**src/rtl/pwm_pkg.sv**
```systemverilog
// Shared definitions for the multi-channel PWM: mode encodings, default width
// and a helper that extracts one channel's duty from the packed duty bus.
package pwm_pkg;

    localparam logic MODE_EDGE   = 1'b0;
    localparam logic MODE_CENTER = 1'b1;

    localparam int CNT_W_DEF = 21;
    localparam int MAX_W     = 32;
    localparam int MAX_CH    = 16;
    localparam int MAX_BUS   = MAX_W * MAX_CH;

    // The caller pads its bus to MAX_BUS bits and casts the result back to its own width.
    function automatic logic [MAX_W-1:0] duty_slice(input logic [MAX_BUS-1:0] bus,
                                                     input int w, input int i);
        logic [MAX_W-1:0] mask;
        mask = {MAX_W{1'b1}} >> (MAX_W - w);
        return MAX_W'(bus >> (i * w)) & mask;
    endfunction

endpackage

```
**src/rtl/pwm_cmp_ch.sv**
```systemverilog
// One PWM channel: active duty register, compare against the shared counter,
// polarity inversion and the registered output pin.
module pwm_cmp_ch
    import pwm_pkg::*;
#(
    parameter int CNT_W = CNT_W_DEF
) (
    input  logic             clk,
    input  logic             reset_p,
    input  logic             enable,
    input  logic [CNT_W-1:0] cnt,
    input  logic             upd,
    input  logic [CNT_W-1:0] duty_next,
    input  logic             polarity,
    output logic             pwm_out
);

    logic [CNT_W-1:0] duty_act;

    always_ff @(posedge clk or posedge reset_p) begin
        if (reset_p) begin
            duty_act <= '0;
            pwm_out  <= 1'b0;
        end else begin
            if (upd) duty_act <= duty_next;
            // Disabled channels rest at the inactive level, which is the polarity bit.
            pwm_out <= (enable && (cnt < duty_act)) ^ polarity;
        end
    end

endmodule

```
**src/rtl/pwm_multi_ch.sv**
```systemverilog
// Multi-channel PWM: shared edge/center-aligned period counter, shadowed
// period/duty/mode registers swapped at the period boundary, and a boundary tick.
module pwm_multi_ch
    import pwm_pkg::*;
#(
    parameter int CH_NUM = 4,
    parameter int CNT_W  = CNT_W_DEF
) (
    input  logic                    clk,
    input  logic                    reset_p,
    input  logic                    enable,
    input  logic                    mode_in,
    input  logic [CNT_W-1:0]        period_in,
    input  logic [CH_NUM*CNT_W-1:0] duty_in,
    input  logic [CH_NUM-1:0]       polarity,
    input  logic                    load,
    output logic [CH_NUM-1:0]       pwm_out,
    output logic                    period_tick,
    output logic                    load_pending
);

    logic [CNT_W-1:0]        cnt;
    logic                    dir_down;
    logic                    mode_act;
    logic [CNT_W-1:0]        period_act;
    logic                    mode_pend;
    logic [CNT_W-1:0]        period_pend;
    logic [CH_NUM*CNT_W-1:0] duty_pend;

    logic                    bnd;
    logic                    swap_point;
    logic                    upd;
    logic                    mode_src;
    logic [CNT_W-1:0]        period_src;
    logic [CH_NUM*CNT_W-1:0] duty_src;
    logic [MAX_BUS-1:0]      duty_pad;

    // Center mode boundary is the 1->0 step; with P=1 that step follows the peak directly.
    always_comb begin
        bnd = 1'b0;
        if (period_act == '0)
            bnd = 1'b1;
        else if (mode_act == MODE_EDGE)
            bnd = (cnt == period_act);
        else
            bnd = (cnt == CNT_W'(1)) && (dir_down || period_act == CNT_W'(1));
    end

    // While disabled every clock behaves as a swap point, so loads apply at once.
    assign swap_point = !enable || bnd;
    assign upd        = swap_point && (load || load_pending);
    assign mode_src   = load ? mode_in   : mode_pend;
    assign period_src = load ? period_in : period_pend;
    assign duty_src   = load ? duty_in   : duty_pend;
    assign duty_pad   = MAX_BUS'(duty_src);

    always_ff @(posedge clk or posedge reset_p) begin
        if (reset_p) begin
            mode_act     <= MODE_EDGE;
            period_act   <= '0;
            mode_pend    <= MODE_EDGE;
            period_pend  <= '0;
            duty_pend    <= '0;
            load_pending <= 1'b0;
            period_tick  <= 1'b0;
        end else begin
            if (load) begin
                mode_pend   <= mode_in;
                period_pend <= period_in;
                duty_pend   <= duty_in;
            end
            if (upd) begin
                mode_act   <= mode_src;
                period_act <= period_src;
            end
            if (swap_point)
                load_pending <= 1'b0;
            else if (load)
                load_pending <= 1'b1;
            period_tick <= enable && bnd;
        end
    end

    always_ff @(posedge clk or posedge reset_p) begin
        if (reset_p) begin
            cnt      <= '0;
            dir_down <= 1'b0;
        end else if (swap_point) begin
            cnt      <= '0;
            dir_down <= 1'b0;
        end else if (mode_act == MODE_EDGE) begin
            cnt <= cnt + CNT_W'(1);
        end else if (!dir_down) begin
            if (cnt == period_act) begin
                cnt      <= cnt - CNT_W'(1);
                dir_down <= 1'b1;
            end else begin
                cnt <= cnt + CNT_W'(1);
            end
        end else begin
            cnt <= cnt - CNT_W'(1);
        end
    end

    for (genvar i = 0; i < CH_NUM; i++) begin : g_ch
        logic [CNT_W-1:0] duty_ch;
        assign duty_ch = CNT_W'(duty_slice(duty_pad, CNT_W, i));

        pwm_cmp_ch #(.CNT_W(CNT_W)) u_ch (
            .clk       (clk),
            .reset_p   (reset_p),
            .enable    (enable),
            .cnt       (cnt),
            .upd       (upd),
            .duty_next (duty_ch),
            .polarity  (polarity[i]),
            .pwm_out   (pwm_out[i])
        );
    end

endmodule

```
**config.mk**
```make
export PLATFORM = sky130hd
export DESIGN_NAME = pwm_multi_ch
export DESIGN_NICKNAME = d
export VERILOG_FILES = /design/src/rtl/pwm_pkg.sv /design/src/rtl/pwm_cmp_ch.sv /design/src/rtl/pwm_multi_ch.sv
export SDC_FILE = /design/constraint.sdc
export NUM_CORES = 1
export LEC_CHECK = 0
export ABC_AREA = 1
export BUFFER_PORTS_ARGS = -buffer_cell sky130_fd_sc_hd__buf_2
export CAP_MARGIN = 20
export CORE_AREA = 3 3 192 175
export DETAILED_ROUTE_END_ITERATION = 10
export DIE_AREA = 0 0 195 178
export GPL_TIMING_DRIVEN = 0
export PLACE_DENSITY_LB_ADDON = 0.08
export SLEW_MARGIN = 5
export SYNTH_ARGS = -nofsm -noshare
export SYNTH_HDL_FRONTEND = slang
export SYNTH_SLANG_ARGS = --single-unit
```
**constraint.sdc**
```tcl
create_clock -name clk -period 10.4 [get_ports clk]
set_input_delay 2.6 -clock clk [delete_from_list [all_inputs] [get_ports clk]]
set_output_delay 2.6 -clock clk [all_outputs]
set_load 0.01 [all_outputs]
```
Word-level counts from Yosys, hierarchy flattened
Cells that the tools add are included.
Storage, ports and cells
  register bits after elaboration: 240
  input bits: 114
  output and inout bits: 6
Operators by class
  add/sub/neg operators: 2
  order comparisons: 4
  equality and inequality tests: 3
  muxes and demuxes: 15
  bitwise operators: 4
  reduce and logical (&&, ||, !) cells: 14
Operator list (count)
  $mux W21: 5
  $lt A21 B21 Y1: 4
  $mux W84: 1
  $eq A21 B1 Y1 const B: 2
  $add A21 B1 Y21 const B: 1
  $eq A21 B21 Y1: 1
  $logic_not A21 Y1: 1
  $sub A21 B1 Y21 const B: 1
  $mux W1: 9
  $logic_and A1 B1 Y1: 7
  $reduce_bool A2 Y1: 2
  $xor A1 B1 Y1: 4
  $logic_or A1 B1 Y1: 3
  $logic_not A1 Y1: 1

Logic depth before layout (Yosys ltp)
Gate-level depths: netlist (run 1).
  depth after elaboration: 7
  gate-level depth with buffers: 15

Modules after synthesis
From an unflattened synthesis (run 1), not the netlist that was laid out.
Second synthesis, totals
  cells, all modules: 1685
  area, all modules: 12703.4 µm²
By module, submodules not included
  pwm_multi_ch: times used 1, cells each 985, area each 7293.2 µm²
  pwm_cmp_ch: times used 4, cells each 175, area each 1352.5 µm²

Worst setup path before layout (run 1)
OpenSTA, ideal clock, no wires.
  kind: input to register
  start point: input port load
  end point: register g_ch[1].u_ch.duty_act[0]
  setup time: 0.066 ns
  arrival time: 3.729 ns
  required time: 10.334 ns
  path slack: 6.605 ns
  stages: 7
  cells stage by stage: buf_2 inv_2 nand2_1 clkbuf_1 clkbuf_1 nand3_1 nand2_1
On the way
  longest elaborated chain between the ends: 2
RTL lines
  from (decl): RTL line pwm_multi_ch.sv:16  | input logic load,
  $logic_or A1 B1 Y1: RTL line pwm_multi_ch.sv:51  | assign upd = swap_point && (load || load_pending);
  $logic_and A1 B1 Y1: RTL line pwm_multi_ch.sv:51
  to (signal assigned): RTL line pwm_cmp_ch.sv:25  | if (upd) duty_act <= duty_next;
  to (decl): RTL line pwm_cmp_ch.sv:18  | logic [CNT_W-1:0] duty_act;
Parallel ways exist; a longest one is shown, timed or not.
A chain may end at the register's enable or synchronous reset.

Worst setup path after layout (run 1)
  start point: input port load
  end point: register g_ch[1].u_ch.duty_act[8]
RTL lines
  $mux W84
  named net duty_src[29]: RTL line pwm_multi_ch.sv:35  | logic [CH_NUM*CNT_W-1:0] duty_src;
The timed path passes the listed nets, and every way through them passes these cells.

==> results of run 1 <==
[metrics by stage]
step / cell area [sq um] / TNS [ns] / setup slack [ns] / cells / power (uW)
finish: 14700 / 0 / 5.95 / 2234 / 2410
global route: 14700 / 0 / 5.82 / 2234 / 2540
CTS: 14700 / 0 / 5.91 / 2234 / 2440
detailed placement: 13800 / 0 / 5.33 / 2184 / 1480
global placement: 13800 / -446.57 / -1.89 / 2182 / 1470
floorplan: 12700 / 0 / 1.21 / 1648 / 1350
[where the power goes]
group | switching [uW] | internal [uW]
registers | 54.0 | 1040
clock network | 392 | 556
logic | 241 | 133
[worst max-delay path: stages]
cell	delay, ns
buf_2	0.20
inv_2	0.28
clkbuf_1	0.76
clkbuf_1	0.67
nand2_1	0.10
nand2_1	0.13
nand3_1	0.08
nand2_1	0.10
[routing by layer]
layer	vias to the layer above	wire, um	share of wire [%]
met1	5015	18200	50
li1	5489	-	-
met3	49	1510	4.1
met2	214	16000	44
met5	-	0	0
met4	0	904	2.5
[cell usage in the layout (no fill, tap or decap), types with 16 or more instances in the layout]
master	netlist	routed
nand2_1	708	708
dfrtp_1	240	240
nand3_1	158	158
inv_1	154	153
buf_2	22	140
ha_1	83	83
nor2_1	72	72
a21oi_1	58	58
clkbuf_1	36	44
clkbuf_16	0	27
nor3_1	20	20
nand4_1	20	20
xor2_1	16	16
[sequential cells by signal (all words and copies together), names as in the netlist]
signal,flops
g_ch.u_ch.pwm_out,4
mode_pend,1
load_pending,1
period_pend,21
period_act,21
period_tick,1
g_ch.u_ch.duty_act,84
duty_pend,84
dir_down,1
cnt,21
mode_act,1
[cells by family after synthesis]
| family | Yosys count | synth area share, % |
|---|---|---|
| AO/OA/AOI/OAI | 81 | 3.47 |
| XOR/XNOR | 17 | 1.18 |
| adder cells (fa/ha/maj) | 83 | 8.21 |
| buffers and inverters | 235 | 7.72 |
| flip-flops | 240 | 47.5 |
| AND/OR/NAND/NOR | 992 | 31.9 |
[area by class of cell]
type                    count  share of cell area, %
inverters                 161                   4.16
well taps                 416                   3.54
multi-input cells        1173                   38.6
repair buffers            120                   4.39
plain buffers              74                   2.54
clock buffers              39                   5.18
flip-flops and latches    240                   40.9
clock inverters            11                  0.741
[how the worst min path moves through the flow]
stage                                     to  slack (ns)  depth (start not counted)
detailed placement   duty_pend[37]$_DFF_PP0_        0.46                          2
global placement     duty_pend[62]$_DFF_PP0_        0.45                          2
global route         duty_pend[28]$_DFF_PP0_        0.48                          2
floorplan             duty_pend[0]$_DFF_PP0_        0.44                          2
CTS                  duty_pend[44]$_DFF_PP0_        0.47                          2
finish              period_pend[9]$_DFF_PP0_        0.47                          2
==> run metrics, run 1 <==
outcome=finished clean; hold path start=period_pend[9]$_DFF_PP0_; Post-synth EDFFs=0; GPL Wtd Cong=0.915; I/O Buffers=118; global routing usage on met1=31.3%; ant diodes=0; first-pass GRT wire length=about 58000 um; clk_lat worst skew=0.55 ns; FF-to-FF Start=cnt[12]$_DFF_PP0_; Die X=195 um; sum of net half-perimeters after detailed placement=approximately 27000 um; crit-path max FO=10; GRT met2 Usage=33.0%; vias=10800; Layout Area Growth over Synthesis=16.2%; pins over their slew limit=0; Post-Route WL=36700 um; layout cell share with drive strength beyond 1=11.6%; Achievable Freq=0.225 GHz; top_reg_cell synth=dfrtp_1; clock transition at the registers of the reported paths=0.06 ns; skew final=0.0150 ns; CP Capture Type=flip-flop; GR Util met3=2.49%; Post-Syn Area=0.0127 sq mm; Worst R2R Setup Slack=7.65 ns; Setup crit start=load; drt pass-1 iters=5; Fillers=3323; CTS buffer count=27; Yosys cell types=30; DR WL/cell=16.4 um; CTS max path bufs=3; Ys Warns=0; vias in the first global route=10500; row cnt=62; core area=~0.032 sq mm; GR peak layer=met2; final core occ=46.2%; Avg Cell Area, Syn=7.68 sq um; Hold Vio Cnt, Final=0; period utilization=between 40% and 50%; Layout Nets=about 2000; Total GRT Usage=a little over a fifth; WHS=0.468 ns; most frequent cell after synthesis=nand2_1; Req. time, crit path=10.87 ns; worst setup path class=input pin to flip-flop; post-cts resize count=0; final setup fails=0; Syn Nets=between 1500 and 2000; Async SR Flop Fraction=100%; Max Cap Viol=0; Reg2Reg Depth=12; worst hold path type=flip-flop to flip-flop; startpoint types=input pin; Starting Density=between 30 and 40%; multi-input logic area=0.00567 sq mm; Post-CTS Hold Buffers=0; clk sinks=240; Setup crit end=g_ch[1].u_ch.duty_act[8]$_DFFE_PP0P_; #FFs+latches synth=240; Post-Syn Instances=roughly 1600; min Tclk post-route=4.45 ns; die area=0.0347 sq mm; Post-CTS Setup Bufs=0; unrepaired setup endpoints after global routing=no; Reg area=0.00601 sq mm; post-synth top area share=47.5%; Tightest Pin Transition=0.986 ns; Synth top cells by count=708 x nand2_1, 240 x dfrtp_1, 158 x nand3_1; top post-synthesis cells by area=dfrtp_1 47%, nand2_1 21%, ha_1 8.2%, nand3_1 6.3%, inv_1 4.6%; CTS tree=done; Die Ht=between 150 and 200 um; r2r endpoint=cnt[8]$_DFF_PP0_; register area share after synthesis=47.5%; leak pwr=between 0.008 and 0.009 uW; largest net degree at the start of global routing=about 110; relative slew slack=34.3%; signal arrival time at the worst endpoint=4.93 ns; post-synth top area cell=dfrtp_1; 1st-iter DRT viols=660; pwr/cell area=164 mW/mm^2; DRC=0; I/O Pins=between 100 and 150; VDD IR-drop max=around 0.00014 V; drt via density=4.82; Max H-tree Level=1; total grt overflow=0; DRT antenna net count=0; Root Buffer=clkbuf_16; initial antenna violation count=0
Power figures use the tool's default switching activity.
==> run 2, diff against run 1 <==
==> constraint.sdc (replaced) <==
create_clock -name clk -period 3.7 [get_ports clk]
set_input_delay 0.925 -clock clk [delete_from_list [all_inputs] [get_ports clk]]
set_output_delay 0.925 -clock clk [all_outputs]
set_load 0.01 [all_outputs]
==> run 2 against run 1 <==
First-iteration DRC count grew 8.6%. Total power grew to 2.8 times the previous value. Flip-flop and latch count is the same. Wire length grew 0.73%. Non-clock buffer count grew 5. Final cell count grew 0.27%. Clock power grew to 2.8 times the previous value. Critical path depth grew 5. Via count grew 0.85%.
==> run metrics, run 2 (same netlist as run 1, synthesis figures left out) <==
outcome=finished clean; commonest non-fill, non-tap cell in the layout=nand2_1; Total GRT Usage=21.6% (+0.55 points); relative slew slack=39.6% (+5.3 points); core area=0.0318 sq mm (unchanged); clock transition at the registers of the reported paths=0.06 ns (about the same); Hold Vio Cnt, Final=0 (unchanged); most frequent cells in the layout=708 x nand2_1, 240 x dfrtp_1, 158 x nand3_1; sum of net half-perimeters after detailed placement=27300 um (+1.9%); clk sinks=240 (unchanged); Tightest Pin Transition=0.906 ns (-0.0798 ns); Root Buffer=clkbuf_16; worst hold path type=input pin to async pin; Achievable Freq=between 0.3 and 0.4 GHz; vias=10900 (+0.85%); DRC=0 (unchanged); post-cts resize count=0 (unchanged); VDD IR-drop max=0.000315 V (+120%); DRT antenna net count=0 (unchanged); Starting Density=39.8% (unchanged); I/O Buffers=118 (unchanged); Top cell by count, worst path=nand2_1; Req. time, crit path=4.09 ns (-6.78 ns); I/O Pins=120 (unchanged); clk_lat worst skew=0.54 ns (about the same); crit-path max FO=10 (unchanged); period utilization=75.8%; initial antenna violation count=1 (+1); Post-CTS Hold Buffers=0 (unchanged); CTS tree=done; Die X=195 um (unchanged); 1st-iter DRT viols=717 (+8.6%); row cnt=62 (unchanged); Layout Area Growth over Synthesis=16.8%; leak pwr=0.00821 uW (+0.30%); drt via density=4.85 (+0.58%); first-pass GRT wire length=59200 um (+2.3%); total grt overflow=0 (unchanged); Layout Nets=2000 (+0.30%); DR WL/cell=16.5 um (+0.46%); largest net degree at the start of global routing=40 (-65%); Tot Pwr=6800 uW (+180%); CTS max path bufs=3 (unchanged); startpoint types=flip-flop; Largest delay share family, worst path=buffers and inverters; CP cell instances=buf_4 -> inv_1 -> nand2_1 -> nand2_1 -> nor2_1 -> nand2_1 -> nor2_1 -> nand4_1 -> nand3_2 -> buf_6 -> buf_6 -> buf_2 -> a21oi_1; final setup fails=0 (unchanged); crit-path max cell delay=0.66 ns (-0.10 ns); CTS buffer count=28 (+3.7%); top flop regs=duty_pend x84, g_ch.u_ch.duty_act x84; die area=0.0347 sq mm (unchanged); skew final=0.00902 ns (-0.00598 ns); Bufs and invs on worst path=5 (+1); CP Capture Type=flip-flop; Post-CTS Setup Bufs=0 (unchanged); GPL Wtd Cong=0.927 (+1.4%); worst setup path class=flip-flop to flip-flop; cell count after placement=2188 (+0.18%); pins over their slew limit=0 (unchanged); non-filler cells, final=2240 (+0.27%); pwr/cell area=461 mW/mm^2 (+180%); unrepaired setup endpoints after global routing=no; drt pass-1 iters=5 (unchanged); signal arrival time at the worst endpoint=3.20 ns (-1.73 ns); min Tclk post-route=about 2.8 ns; layout cell share with drive strength beyond 1=11.5% (-0.038 points); Max Cap Viol=0 (unchanged); slowest CP cell=dfrtp_1; ant diodes=0 (unchanged); vias in the first global route=10700 (+1.5%); Die Ht=178 um (unchanged); Post-Route WL=36900 um (+0.73%); Max H-tree Level=1 (unchanged)
[run 2: changes by cell type in the layout (fill, tap and decap cells not counted), sizes merged]
cell	before	now
clkbuf	75	83
buf	158	163
clkinv	8	3
inv	162	160
bufinv	2	1
clkinvlp	0	1
[run 2: worst paths after layout]
| path | end | startpoint | depth (start not counted) | slack, ns |
|---|---|---|---|---|
| worst min register to register | g_ch[1].u_ch.duty_act[7]$_DFFE_PP0P_ | g_ch[1].u_ch.duty_act[7]$_DFFE_PP0P_ | 2 | 0.47 |
| min in group clk | g_ch[1].u_ch.duty_act[7]$_DFFE_PP0P_ | g_ch[1].u_ch.duty_act[7]$_DFFE_PP0P_ | 2 | 0.47 |
| worst max-delay path | load_pending$_DFFE_PP0P_ | cnt[9]$_DFF_PP0_ | 13 | 0.90 |
| max in group asynchronous | duty_pend[14]$_DFF_PP0_ | reset_p | 4 | 2.35 |
| worst min-delay path | duty_pend[22]$_DFF_PP0_ | reset_p | 2 | 0.47 |
| worst max register to register | load_pending$_DFFE_PP0P_ | cnt[9]$_DFF_PP0_ | 13 | 0.90 |
[run 2: per-layer routing]
metal	part of all wire, %	wire length, um	track usage (%)
met1	50	18600	32.5
met2	43	15800	32.8
met3	3.7	1380	2.40
met4	3.2	1180	6.71
met5	0	0	0
[run 2: cell type report]
| cell class | instances | area [sq um] |
|---|---|---|
| fillers | 3304 | 17000 |
| flip-flops and latches | 240 | 6010 |
| multi-input cells | 1173 | 5670 |
| clock buffers | 47 | 833 |
| repair buffers | 125 | 722 |
| inverters | 161 | 608 |
| well taps | 416 | 520 |
| plain buffers | 74 | 373 |
| clock inverters | 4 | 45.0 |
[run 2: per-stage QoR]
stage               hold slack (ns)  TNS (ns)  setup slack (ns)  utilization, %  area (sq um)
floorplan                     0.439    -89.48            -0.373               -         12700
global placement              0.452   -494.36             -2.10            43.3         13800
detailed placement            0.456         0             0.424            43.7         13900
CTS                           0.467         0             0.931            46.4         14800
global route                  0.478         0             0.758            46.5         14800
finish                        0.467         0             0.896            46.5         14800
[run 2: where the power goes]
group / internal (uW) / switching, uW
clock: 1590 / 1090
sequential: 2910 / 151
combinational: 380 / 688
total: 4880 / 1930
==> run 3, diff against run 2 <==
--- a/config.mk
+++ b/config.mk
@@ -5,12 +5,12 @@
 export SDC_FILE = /design/constraint.sdc
 export NUM_CORES = 1
 export LEC_CHECK = 0
-export ABC_AREA = 1
+export ABC_AREA = 0
 export BUFFER_PORTS_ARGS = -buffer_cell sky130_fd_sc_hd__buf_2
 export CAP_MARGIN = 20
-export CORE_AREA = 3 3 192 175
+export CORE_AREA = 3 3 187 171
 export DETAILED_ROUTE_END_ITERATION = 10
-export DIE_AREA = 0 0 195 178
+export DIE_AREA = 0 0 190 174
 export GPL_TIMING_DRIVEN = 0
 export PLACE_DENSITY_LB_ADDON = 0.08
 export SLEW_MARGIN = 5
==> constraint.sdc (replaced) <==
create_clock -name clk -period 2.4 [get_ports clk]
set_input_delay 0.6 -clock clk [delete_from_list [all_inputs] [get_ports clk]]
set_output_delay 0.6 -clock clk [all_outputs]
set_load 0.01 [all_outputs]
==> run 3 against run 2 <==
The flow now finishes with violations (negative setup slack). Synthesized area down 4.8%. Largest cell class unchanged. Synthesized cell count down 42%. Critical endpoint is now g_ch[1].u_ch.duty_act[6]$_DFFE_PP0P_. Sequential share of layout area about the same. Total power up 62%. Maximum frequency down 0.41%. Combinational power up 74%. Die area down 4.8%.
==> run metrics, run 3 <==
worst setup path class=flip-flop to flip-flop; CP cell instances=or4_4 -> or3_4 -> buf_6 -> nor4_4 -> a221o_1 -> or2b_4 -> nand2_8 -> buf_12 -> clkbuf_16 -> mux2_4; CTS tree=done; Post-synth EDFFs=0 (unchanged); Layout Area Growth over Synthesis=23.4%; most frequent cells in the layout=223 x dfrtp_1, 172 x mux2_2, 118 x buf_2; I/O Pins=120 (unchanged); vias in the first global route=8037 (-25%); GPL Wtd Cong=0.877 (-5.4%); post-synth top area share=49.9% (+2.4 points); Post-Syn Area=0.0120 sq mm (-4.8%); startpoint types=flip-flop; clock transition at the registers of the reported paths=0.06 ns (about the same); I/O Buffers=118 (unchanged); Tightest Pin Transition=0.796 ns (-0.110 ns); post-synth top area cell=dfrtp_1; top_reg_cell synth=dfrtp_1; Post-Syn Instances=960 (-42%); DRC=0 (unchanged); Hold Vio Cnt, Final=0 (unchanged); Yosys cell types=48 (+60%); period utilization=117% (+42 points); signal arrival time at the worst endpoint=3.22 ns (+0.02 ns); skew final=0.0116 ns (+0.00263 ns); CTS buffer count=27 (-3.6%); #FFs+latches synth=240 (unchanged); Tot Pwr=11000 uW (+62%); Syn Nets=1157 (-37%); total grt overflow=0 (unchanged); CTS max path bufs=3 (unchanged); Bufs and invs on worst path=3 (-2); first-pass GRT wire length=46000 um (-22%); Ys Warns=0 (unchanged); register area share after synthesis=49.9% (+2.4 points); Worst Setup Slack, final=-0.416 ns (-1.31 ns); top flop regs=duty_pend x84, g_ch.u_ch.duty_act x84; WHS=0.202 ns (-0.265 ns); row cnt=60 (-3.2%); sum of net half-perimeters after detailed placement=20800 um (-24%); worst hold path type=input pin to async pin; commonest non-fill, non-tap cell in the layout=dfrtp_1; leak pwr=0.00706 uW (-14%); Post-Route WL=29000 um (-21%); final setup fails=138 (+138); pins over their slew limit=0 (unchanged); Die Ht=174 um (-2.2%); Synth top cells by count=240 x dfrtp_1, 172 x mux2_2, 87 x inv_1; Die X=190 um (-2.6%); Placed Area=0.0134 sq mm (-3.4%); pwr/cell area=744 mW/mm^2 (+61%); crit-path max cell delay=0.52 ns (-0.14 ns); Req. time, crit path=2.81 ns (-1.28 ns); die area=0.0331 sq mm (-4.8%); Starting Density=40.2% (+0.41 points); Largest delay share family, worst path=simple AND/OR/NAND/NOR gates; initial antenna violation count=0 (-1); outcome=complete, but fails checks; largest net degree at the start of global routing=39 (-2.5%); post-route cell area=0.0149 sq mm (+0.53%); most frequent cell after synthesis=dfrtp_1; drt pass-1 iters=5 (unchanged); DR WL/cell=18.6 um (+13%); Max Cap Viol=0 (unchanged); Max H-tree Level=1 (unchanged); drt via density=4.97 (+2.6%); total negative slack=-43.80 ns (-43.80 ns); clk sinks=240 (unchanged); Fillers=2748 (-17%); ant diodes=0 (unchanged); CP Capture Type=flip-flop; DRT antenna net count=0 (unchanged); Achievable Freq=0.355 GHz (-0.41%); slowest CP cell=dfrtp_4; relative slew slack=46.9% (+7.3 points); vias=7779 (-28%); Async SR Flop Fraction=100% (unchanged); Avg Cell Area, Syn=12.5 sq um (+63%); Layout Nets=1339 (-33%); core area=0.0300 sq mm (-5.8%); VDD IR-drop max=0.000517 V (+64%); failing checks=negative setup slack; Total GRT Usage=17.8% (-3.8 points); min Tclk post-route=2.82 ns (+0.0116 ns); unrepaired setup endpoints after global routing=yes; 1st-iter DRT viols=412 (-43%); top post-synthesis cells by area=dfrtp_1 50%, mux2_2 16%, ha_1 8.6%, mux2_4 5.0%, inv_1 2.7%; layout cell share with drive strength beyond 1=41.7% (+30 points); clk_lat worst skew=0.52 ns (-0.02 ns); Root Buffer=clkbuf_16; crit-path max FO=7 (-3)
## run 3: cell types whose count changed in the layout (fill, tap and decap cells not counted), sizes merged, moves of 6 or more
cell,change
nor2b,+7
nor2,-33
a21o,+11
xor2,-6
nor4,+8
nand3,-144
mux2,+212
clkbuf,-25
a21oi,-35
xnor2,+32
buf,+13
mux2i,+17
inv,-73
nand2,-692
## run 3: cells by family after synthesis
kind of cell,after synthesis,share of synthesized area (%)
compound gates,80,4.42
xor+xnor,43,3.13
fa+ha+maj,83,8.63
buf+inv,128,4.57
flops,240,49.9
mux,229,22.5
simple gates,157,6.87
## run 3: per-stage QoR
| step | utilization (%) | worst slack (ns) | cells |
|---|---|---|---|
| final | 49.6 | -0.416 | 1564 |
| after CTS | 48.7 | -0.514 | 1550 |
| after global routing | 49.6 | -0.515 | 1564 |
| after detailed placement | 44.8 | -1.06 | 1488 |
| after floorplan | - | -1.35 | 960 |
| after global placement | 44.3 | -3.02 | 1481 |
## run 3: repair_timing
action | 4_1_cts | 5_1_grt
endpoints found under the setup margin | 133 | 171
hold buffers | 0 | 0
gates resized for setup | 40 | 35
setup buffers | 19 | 14
cloned | 1 | 1
pin swaps | 6 | 11
## run 3: path summary, 6_finish.rpt
path	slack [ns]	start	cells past startpoint	end
min in group clk	0.25	polarity[0]	2	g_ch[0].u_ch.pwm_out$_DFF_PP0_
worst max register to register	-0.42	cnt[14]$_DFF_PP0_	10	g_ch[1].u_ch.duty_act[6]$_DFFE_PP0P_
worst min-delay path	0.20	reset_p	2	period_pend[12]$_DFF_PP0_
worst min register to register	0.49	duty_pend[73]$_DFF_PP0_	1	duty_pend[73]$_DFF_PP0_
max in group asynchronous	0.80	reset_p	6	g_ch[2].u_ch.duty_act[12]$_DFFE_PP0P_
worst max-delay path	-0.42	cnt[14]$_DFF_PP0_	10	g_ch[1].u_ch.duty_act[6]$_DFFE_PP0P_
## run 3: where the power goes
group / internal [uW] / total [uW] / switching, uW
clock network: 2660 / 4300 / 1640
registers: 4590 / 4890 / 296
logic: 1040 / 1860 / 817
## run 3: area by class of cell
cell class                 count  area, sq um  share of cell area [%]
sequential                   240         6030                    40.6
tap                          403          504                    3.39
clock buffer                  40          815                    5.48
buffer                        34          317                    2.13
multi-input combinational    592         5670                    38.1
timing repair buffer         160         1060                    7.17
inverter                      87          330                    2.22
clock inverter                 8          126                   0.851
## run 3: per-layer routing
layer  up-vias  track usage [%]  wire length (um)
met2       154             26.4             12500
met5         -                0                 0
met4         0             3.97               614
li1       3732                -                 -
met1      3854             27.0             14700
met3        39             3.23              1190
